## config.mk

```make
export PLATFORM = sky130hd
export DESIGN_NAME = sample_rate_gen
export DESIGN_NICKNAME = d
export VERILOG_FILES = /design/src/rtl/sample_rate_pkg.sv /design/src/rtl/decade_counter.sv /design/src/rtl/sample_rate_gen.sv
export SDC_FILE = /design/constraint.sdc
export NUM_CORES = 1
export LEC_CHECK = 0
export ABC_AREA = 1
export ABC_CLOCK_PERIOD_IN_PS = 2100
export CAP_MARGIN = 20
export CORE_UTILIZATION = 45
export CTS_CLUSTER_DIAMETER = 100
export DETAILED_ROUTE_END_ITERATION = 8
export SLEW_MARGIN = 20
export SYNTH_ARGS = -nofsm -noshare
export SYNTH_HDL_FRONTEND = slang
export SYNTH_SLANG_ARGS = --single-unit
```

## constraint.sdc

```tcl
create_clock -name CLKin -period 2.1 [get_ports CLKin]
set_clock_uncertainty 0.05 [all_clocks]
set_input_delay 0.63 -clock CLKin [delete_from_list [all_inputs] [get_ports CLKin]]
set_output_delay 0.63 -clock CLKin [all_outputs]
set_load 0.03 [all_outputs]
```

## src/rtl/sample_rate_pkg.sv

```systemverilog
// sample_rate_pkg: state encoding, decade constants and command-word layout
// shared by the sample strobe generator and its decade counters.
package sample_rate_pkg;

    typedef enum logic [1:0] {
        IDLE   = 2'd0,
        RUN    = 2'd1,
        SWITCH = 2'd2
    } srg_state_t;

    localparam int DECADE       = 10;
    localparam int DIGIT_W      = 4;
    localparam int CMD_RATE_LSB = 0;

    // The run flag sits directly above the rate index in cmd.
    function automatic int cmd_run_pos(input int sel_w);
        return sel_w;
    endfunction

endpackage

```

## src/rtl/decade_counter.sv

```systemverilog
// decade_counter: one divide-by-10 prescaler digit with synchronous clear.
// carry_out is asserted when the digit wraps on this cycle's carry_in.
module decade_counter
    import sample_rate_pkg::*;
(
    input  logic               CLKin,
    input  logic               RSTn,
    input  logic               clear,
    input  logic               carry_in,
    output logic               carry_out,
    output logic [DIGIT_W-1:0] count
);

    localparam logic [DIGIT_W-1:0] LAST_DIGIT = DIGIT_W'(DECADE - 1);

    logic [DIGIT_W-1:0] count_reg;
    logic [DIGIT_W-1:0] count_next;

    always_comb begin
        count_next = count_reg;
        if (clear) begin
            count_next = '0;
        end else if (carry_in) begin
            count_next = (count_reg == LAST_DIGIT) ? '0 : count_reg + 1'b1;
        end
    end

    always_ff @(posedge CLKin or negedge RSTn) begin
        if (!RSTn) begin
            count_reg <= '0;
        end else begin
            count_reg <= count_next;
        end
    end

    assign carry_out = carry_in && (count_reg == LAST_DIGIT);
    assign count     = count_reg;

endmodule

```

## src/rtl/sample_rate_gen.sv

```systemverilog
// sample_rate_gen: decade-rate clock-enable strobe with rotating phase index.
// Define SRG_EXT_CLK_EN to add an external sample-clock mode at rate index STAGES+1.
module sample_rate_gen
    import sample_rate_pkg::*;
#(
    parameter int STAGES  = 6,
    parameter int PHASES  = 3,
    parameter int SEL_W   = $clog2(STAGES + 2),
    parameter int PHASE_W = $clog2(PHASES)
) (
    input  logic               CLKin,
    input  logic               RSTn,
    input  logic [SEL_W:0]     cmd,
    input  logic               wcmd,
    input  logic               ext_clk,
    output logic               sample_en,
    output logic [PHASE_W-1:0] phase,
    output logic               active,
    output logic [SEL_W-1:0]   rate_cur
);

    localparam int RUN_POS = cmd_run_pos(SEL_W);
`ifdef SRG_EXT_CLK_EN
    localparam int MAX_IDX = STAGES + 1;
    localparam logic [SEL_W-1:0] EXT_IDX = SEL_W'(STAGES + 1);
`else
    localparam int MAX_IDX = STAGES;
`endif
    localparam logic [PHASE_W-1:0] LAST_PHASE = PHASE_W'(PHASES - 1);
    localparam logic [DIGIT_W-1:0] DIGIT_8    = DIGIT_W'(DECADE - 2);
    localparam logic [DIGIT_W-1:0] DIGIT_9    = DIGIT_W'(DECADE - 1);

    function automatic logic [SEL_W-1:0] clamp_rate(input logic [SEL_W-1:0] idx);
        if (int'(idx) > MAX_IDX) begin
            return SEL_W'(MAX_IDX);
        end
        return idx;
    endfunction

    srg_state_t         state_reg, state_next;
    logic [SEL_W-1:0]   rate_reg, rate_next;
    logic [SEL_W-1:0]   pend_reg, pend_next;
    logic [PHASE_W-1:0] phase_reg, phase_next;
    logic               sample_en_reg, sample_en_next;
    logic               active_reg;
    logic               cmd_run;
    logic [SEL_W-1:0]   cmd_rate;
    logic               pre_clear, pre_advance;
    logic               ext_sel, ext_rise, nine_sel;
    logic [DIGIT_W-1:0] digit [STAGES];
    logic [STAGES-1:0]  carry;
    logic [STAGES:1]    pre9;
    logic               last_carry_unused;

    assign cmd_run  = cmd[RUN_POS];
    assign cmd_rate = clamp_rate(cmd[RUN_POS-1:CMD_RATE_LSB]);

    assign pre_advance = (state_reg != IDLE);
    assign carry[0]    = pre_advance;

    for (genvar gi = 0; gi < STAGES; gi++) begin : g_stage
        logic carry_out_w;
        decade_counter u_digit (
            .CLKin    (CLKin),
            .RSTn     (RSTn),
            .clear    (pre_clear),
            .carry_in (carry[gi]),
            .carry_out(carry_out_w),
            .count    (digit[gi])
        );
        if (gi < STAGES - 1) begin : g_chain
            assign carry[gi + 1] = carry_out_w;
        end else begin : g_last
            assign last_carry_unused = carry_out_w;
        end
    end

    // pre9[k]: stages 1..k will all read 9 once this cycle's advance lands,
    // so the registered strobe lines up with the all-nines prescaler state.
    always_comb begin
        pre9    = '0;
        pre9[1] = (digit[0] == DIGIT_8);
        for (int k = 2; k <= STAGES; k++) begin
            pre9[k] = pre9[k-1] && (digit[k-1] == DIGIT_9);
        end
    end

`ifdef SRG_EXT_CLK_EN
    logic ext_sync1_reg, ext_sync2_reg, ext_prev_reg;

    always_ff @(posedge CLKin or negedge RSTn) begin
        if (!RSTn) begin
            ext_sync1_reg <= 1'b0;
            ext_sync2_reg <= 1'b0;
            ext_prev_reg  <= 1'b0;
        end else begin
            ext_sync1_reg <= ext_clk;
            ext_sync2_reg <= ext_sync1_reg;
            ext_prev_reg  <= ext_sync2_reg;
        end
    end

    assign ext_rise = ext_sync2_reg && !ext_prev_reg;
`else
    logic ext_clk_unused;
    assign ext_clk_unused = ext_clk;
    assign ext_rise       = 1'b0;
`endif

    always_comb begin
        state_next     = state_reg;
        rate_next      = rate_reg;
        pend_next      = pend_reg;
        phase_next     = phase_reg;
        pre_clear      = 1'b0;
        ext_sel        = 1'b0;
        nine_sel       = 1'b0;
        sample_en_next = 1'b0;

        if (sample_en_reg) begin
            phase_next = (phase_reg == LAST_PHASE) ? '0 : phase_reg + 1'b1;
        end

        case (state_reg)
            IDLE: begin
                if (wcmd) begin
                    rate_next = cmd_rate;
                    if (cmd_run) begin
                        state_next = RUN;
                        phase_next = '0;
                    end
                end
            end
            RUN: begin
                if (wcmd) begin
                    if (!cmd_run) begin
                        state_next = IDLE;
                    end else if (cmd_rate != rate_reg) begin
                        state_next = SWITCH;
                        pend_next  = cmd_rate;
                    end
                end
            end
            SWITCH: begin
                // A command in the strobe cycle wins; its rate waits for the next strobe.
                if (wcmd) begin
                    if (!cmd_run) begin
                        state_next = IDLE;
                    end else begin
                        pend_next = cmd_rate;
                        if (cmd_rate == rate_reg) begin
                            state_next = RUN;
                        end
                    end
                end else if (sample_en_reg) begin
                    state_next = RUN;
                    rate_next  = pend_reg;
                    pre_clear  = 1'b1;
                end
            end
            default: state_next = IDLE;
        endcase

`ifdef SRG_EXT_CLK_EN
        ext_sel = (rate_next == EXT_IDX);
`endif
        if (state_next == IDLE || ext_sel) begin
            pre_clear = 1'b1;
        end

        for (int k = 1; k <= STAGES; k++) begin
            if (rate_next == SEL_W'(k)) begin
                nine_sel = pre9[k];
            end
        end

        if (state_next == IDLE) begin
            sample_en_next = 1'b0;
        end else if (ext_sel) begin
            sample_en_next = ext_rise;
        end else if (rate_next == '0) begin
            sample_en_next = 1'b1;
        end else begin
            sample_en_next = !pre_clear && nine_sel;
        end
    end

    always_ff @(posedge CLKin or negedge RSTn) begin
        if (!RSTn) begin
            state_reg     <= IDLE;
            rate_reg      <= '0;
            pend_reg      <= '0;
            phase_reg     <= '0;
            sample_en_reg <= 1'b0;
            active_reg    <= 1'b0;
        end else begin
            state_reg     <= state_next;
            rate_reg      <= rate_next;
            pend_reg      <= pend_next;
            phase_reg     <= phase_next;
            sample_en_reg <= sample_en_next;
            active_reg    <= (state_next != IDLE);
        end
    end

    assign sample_en = sample_en_reg;
    assign phase     = phase_reg;
    assign active    = active_reg;
    assign rate_cur  = rate_reg;

endmodule
```

# Word-level counts from Yosys, hierarchy flattened
# Cells that the tools add are included.
# op_classes
add_sub_neg	7
mul	0
div_mod_pow	0
magnitude_cmp	1
eq_ne	23
shifts	0
n_mux	58
bitwise_logic	0
reduce_logical	25
# op_table
cell	count
2-to-1 mux 4 bit	18
2-to-1 mux 3 bit	10
equality test 4 bit, second input constant	7
2-to-1 mux 2 bit	14
adder 4 x 1 -> 4 bit, second input constant	6
nonzero test 2 bit	9
2-to-1 mux 1 bit	13
one-hot mux 3 bit (2 select lines)	2
logical AND 1 bit	11
!= test 2 bit, second input constant	5
equality test 3 bit, second input constant	3
equality test 3 x 2 -> 1 bit, second input constant	2
one-hot mux 2 bit (3 select lines)	1
AND reduction 6 bit	1
equality test 2 bit, second input constant	2
logical NOT 2 bit	2
equality test 3 x 1 -> 1 bit, second input constant	1
equality test 3 bit	1
greater-than comparator 3 bit, second input constant	1
logical NOT 3 bit	1
!= test 3 bit	1
adder 2 x 1 -> 2 bit, second input constant	1
equality test 2 x 1 -> 1 bit, second input constant	1
logical NOT 1 bit	1
# totals
register_bits	36
latch_bits	0
ramBits	0
romBits	0
inputBits	8
output_inout_bits	7
wordCells	126
n_memories	0

# Logic depth before layout (Yosys ltp)
# logic_depth
depth_word	15
depth_mapped	12
mapped_depth_nobuf	12

# Cells and area by module
# A second synthesis with hierarchy kept.
# unflattened
cells_unflattened	381
area_unflattened_um2	2488.6
# by_module_without_submodules
module	n_inst	cells_per_inst	area_per_inst_um2	seq_area_each_um2
decade_counter	6	40	265.3	100.1
sample_rate_gen	1	141	897.1	300.3

# Least setup slack after synthesis
# OpenSTA, ideal clock, no wires.
# synth_timing
kind	input to register
from	in cmd[2]
to	reg g_stage[3].u_digit.count_reg[3]
setup_ns	0.121
t_arrival_ns	1.660
required_ns	1.929
path_slack_ns	0.268
path_stages	8
n_path_buf	1
cell_sequence	xor2_1 -> nor2_1 -> nand2_1 -> o21ai_1 -> nand3_4 -> nand2_4 -> buf_6 -> nor2_1
# synth_between
elab_chain_cells	11
word_cells_on_any_way	16
cone_classes	order compare: 1; eq/ne: 2; mux: 11; reduce/logical: 2
# synth_lines
item	line	text
start: declaration	sample_rate_gen.sv:13	input logic [SEL_W:0] cmd,
greater-than comparator 3 bit	sample_rate_gen.sv:34	if (int'(idx) > MAX_IDX) begin
2-to-1 mux 1 bit	sample_rate_gen.sv:34	
2-to-1 mux 3 bit *	sample_rate_gen.sv:37	return idx;
equality test 3 bit or != test 3 bit (tied branches)	sample_rate_gen.sv:151, sample_rate_gen.sv:138	
2-to-1 mux 2 bit (on tied branches)	sample_rate_gen.sv:151, sample_rate_gen.sv:138	
2-to-1 mux 2 bit (on tied branches)	sample_rate_gen.sv:147, sample_rate_gen.sv:136	
2-to-1 mux 2 bit (on tied branches)	sample_rate_gen.sv:146, sample_rate_gen.sv:135	
one-hot mux 2 bit (3 select lines) *	sample_rate_gen.sv:124	case (state_reg)
logical NOT 2 bit *	sample_rate_gen.sv:167	if (state_next == IDLE || ext_sel) begin
2-to-1 mux 1 bit *	sample_rate_gen.sv:167	
2-to-1 mux 4 bit or nonzero test 2 bit (tied branches)	-	
end signal: assignment	decade_counter.sv:32	count_reg <= count_next;
end: declaration	decade_counter.sv:16	logic [DIGIT_W-1:0] count_reg;
# Mark *: on every way between the ends. The rest lies on a longest branch, timed or not.
# A chain may end at the register's enable or synchronous reset.

# Final worst setup path
# layout_timing
from	reg rate_reg[2], in the netlist rate_cur[2]
to	out rate_cur[2]
# layout_rtl
item	line	text
start: declaration	sample_rate_gen.sv:41	logic [SEL_W-1:0] rate_reg, rate_next;
start signal: assignment	sample_rate_gen.sv:198	rate_reg <= rate_next;
end: declaration	sample_rate_gen.sv:19	output logic [SEL_W-1:0] rate_cur
# No word-level cell between the ends.

==> impl_metrics.json <==
{
  "port_buffers": 13,
  "cp.depth": 1,
  "routed_wl_mm": 4.40,
  "grt_use_total_pct": 19.3,
  "drv_cap": 0,
  "yosysWarnings": 0,
  "synth_top_area_share_pct": 40.9,
  "die_y_um": 72.0,
  "cts_setup_buffers": 0,
  "yosys-top-cells-area": "dfrtp_1, nand2_1, nor2_1, ha_1, inv_1",
  "largest_reg_flops": 24,
  "ys_ff_latch": 36,
  "dieArea_um2": 5180,
  "drive_above_1_share_pct": 18.8,
  "hpwl_mm": 3.37,
  "multi_input_area_um2": 1190,
  "synthMuxAreaShare_pct": 0.454,
  "reg2regPathDepth": 9,
  "routed_via_density": 4.77,
  "rows": 25,
  "overflow": 0,
  "crit_path_end_kind": "output pin",
  "globalplace.congestion": 0.772,
  "synth_top_area_cell": "dfrtp_1",
  "fill_cells": 446,
  "drv_slew": 0,
  "vdd_drop_max_v": 0.000445,
  "slew_headroom_pct": 68.1,
  "cts_hold_buf": 0,
  "synth-simple-area-share_pct": 33.4,
  "cts.clk_slew.worst_paths_ns": 0.07,
  "drt_iter0_markers": 83,
  "drt-met1-wl_mm": 2.19,
  "worstPathArrival_ns": 1.36,
  "wl_met3_um": 101,
  "min_path_type": "in2async",
  "async_flop_share_pct": 100,
  "period_needed_ns": 2.04,
  "setup_viol": 0,
  "critPathMaxFanout": 3,
  "final_area_um2": 2700,
  "start_kind": "flip-flop",
  "critical_path.top_delay_family": "buffers and inverters",
  "crit_required_ns": 1.42,
  "drt-pass1-iter-count": 4,
  "rsz0062_at_grt": "false",
  "syn_inst": 288,
  "insertedDiodeCount": 0,
  "clkLatencyLatePin_ns": 0.29,
  "crit_type": "reg2out",
  "wl_per_cell_um": 11.1,
  "fin_util_pct": 57.2,
  "slowest_delay_ns": 0.68,
  "vias": 1890,
  "min_period_over_period_pct": 97.4,
  "syn_area_um2": 2200,
  "synth_compound_area_share_pct": 9.65,
  "synth_xor_area_share_pct": 3.18,
  "cp_num_buf_inv": 1,
  "max_slew.worst_pin.slew_ns": 0.478,
  "finalNonFillerCells": 396,
  "crit_chain": "clkdlybuf4s50_1",
  "synth_top_family_by_area": "simple AND/OR/NAND/NOR gates",
  "numCtsBuffers": 5,
  "io_pins": 15,
  "yosys.area_share.adder_pct": 5.68,
  "hold_viol": 0,
  "syn_area_per_cell_um2": 7.65,
  "critPathSlowestCell": "clkdlybuf4s50_1",
  "fp.dieW_um": 72.0,
  "grt_pass1_wl_mm": 7.69,
  "fmax_mhz": 489,
  "met2_wirelength_mm": 2.03,
  "topRoutingLayerUsed": "met4",
  "dp.cells": 388,
  "ys_types": 28,
  "area_delta_synth_final_pct": 22.5,
  "ys.flop_type": "dfrtp_1",
  "layout.area.seq_um2": 901,
  "start_util_pct": 46.7,
  "core_area_um2": 4720,
  "netlist_top_cells_count": "nand2_1, nor2_1, dfrtp_1",
  "status": "finished clean",
  "htreeDepth": 2,
  "dpl-instance-area_um2": 2560,
  "power.density_nw_per_um2": 1000,
  "grt_max_degree": 20,
  "root_buffer": "clkbuf_8",
  "synth.most_common_cell": "nand2_1",
  "antenna_left": 0,
  "drc": 0,
  "leakagePower_nw": 1.40,
  "cts_sinks": 36,
  "clk_path_buf_depth": 2,
  "cts_tree": "built",
  "synth_edf_count": 0,
  "num-nets-final": 346,
  "syn-num-nets": 306,
  "antenna_found_initial": 0,
  "grt_pass1_vias": 1793,
  "finalPower_mw": 2.71,
  "yosysSeqAreaShare_pct": 40.9
}
==> report_power, final <==
| group | internal, mW | leakage, nW | total [mW] | switching, mW |
|---|---|---|---|---|
| Combinational | 0.474 | 0.870 | 1.26 | 0.783 |
| Clock | 0.266 | 0.0445 | 0.517 | 0.251 |
| Sequential | 0.816 | 0.488 | 0.940 | 0.124 |
==> cell usage in the layout (no fill, tap or decap), drive strengths merged <==
cell type      Yosys  routed
buf                1      22
nand3             19      19
o21ai             15      15
clkbuf             0       7
dfrtp             36      36
xor2               6       6
a21oi             21      21
dlygate4sd2        0       2
clkdlybuf4s50      0       6
nor3               5       5
xnor2              2       2
nand2             77      77
a31oi              1       1
nand4              7       7
o22ai              1       1
inv               37      37
mux2i              1       1
dlymetal6s2s       0       4
nor2              47      47
ha                10      10
nor3b              1       1
clkinvlp           0       1
o2111ai            1       1
==> per-layer routing <==
layer | GRT usage (%) | vias up
met1 | 24.0 | 857
met2 | 32.5 | 21
li1 | - | 1006
met5 | 0 | -
met4 | 8.50 | 0
met3 | 4.17 | 6
==> cells by family after synthesis <==
group | Yosys count
and+or+nand+nor | 156
AOI/OAI and AO/OA | 39
buffers and inverters | 38
DFF | 36
adders and majority gates | 10
xor gates and xnor gates | 8
muxes | 1
==> cell type report <==
cell class              instances  share of cell area, %
clock buffers                   7                   3.20
clock inverters                 1                  0.278
inverters                      37                   5.14
multi-input cells             214                   44.0
flip-flops and latches         36                   33.3
well taps                      67                   3.10
repair buffers                 34                   10.9
==> worst paths after layout <==
kind	endpoint	slack [ns]	start
min in group CLKin	pend_reg[0]	0.44	pend_reg[0]
max reg2reg	g_stage[4].u_digit.count[3]	0.23	g_stage[1].u_digit.count[1]
max	rate_cur[2]	0.06	rate_cur[2]
max in group asynchronous	g_stage[1].u_digit.count[2]	1.27	RSTn
min	state_reg[1]	0.22	RSTn
min reg2reg	pend_reg[0]	0.44	pend_reg[0]
==> stage by stage <==
step / worst slack, ns / TNS [ns] / hold WS, ns
finish: 0.0553 / 0 / 0.221
global route: 0.00235 / 0 / 0.247
CTS: -0.00742 / -0.00742 / 0.233
detailed placement: -0.339 / -8.29 / 0.429
global placement: -0.321 / -7.49 / 0.427
floorplan: 0.268 / 0 / 0.284
==> what timing repair did <==
| item | CTS | global route |
|---|---|---|
| endpoints found under the setup margin | 20 | 27 |
| pin swaps | 1 | 3 |
| resized for setup | 6 | 12 |
(Power assumes the default switching activity.)
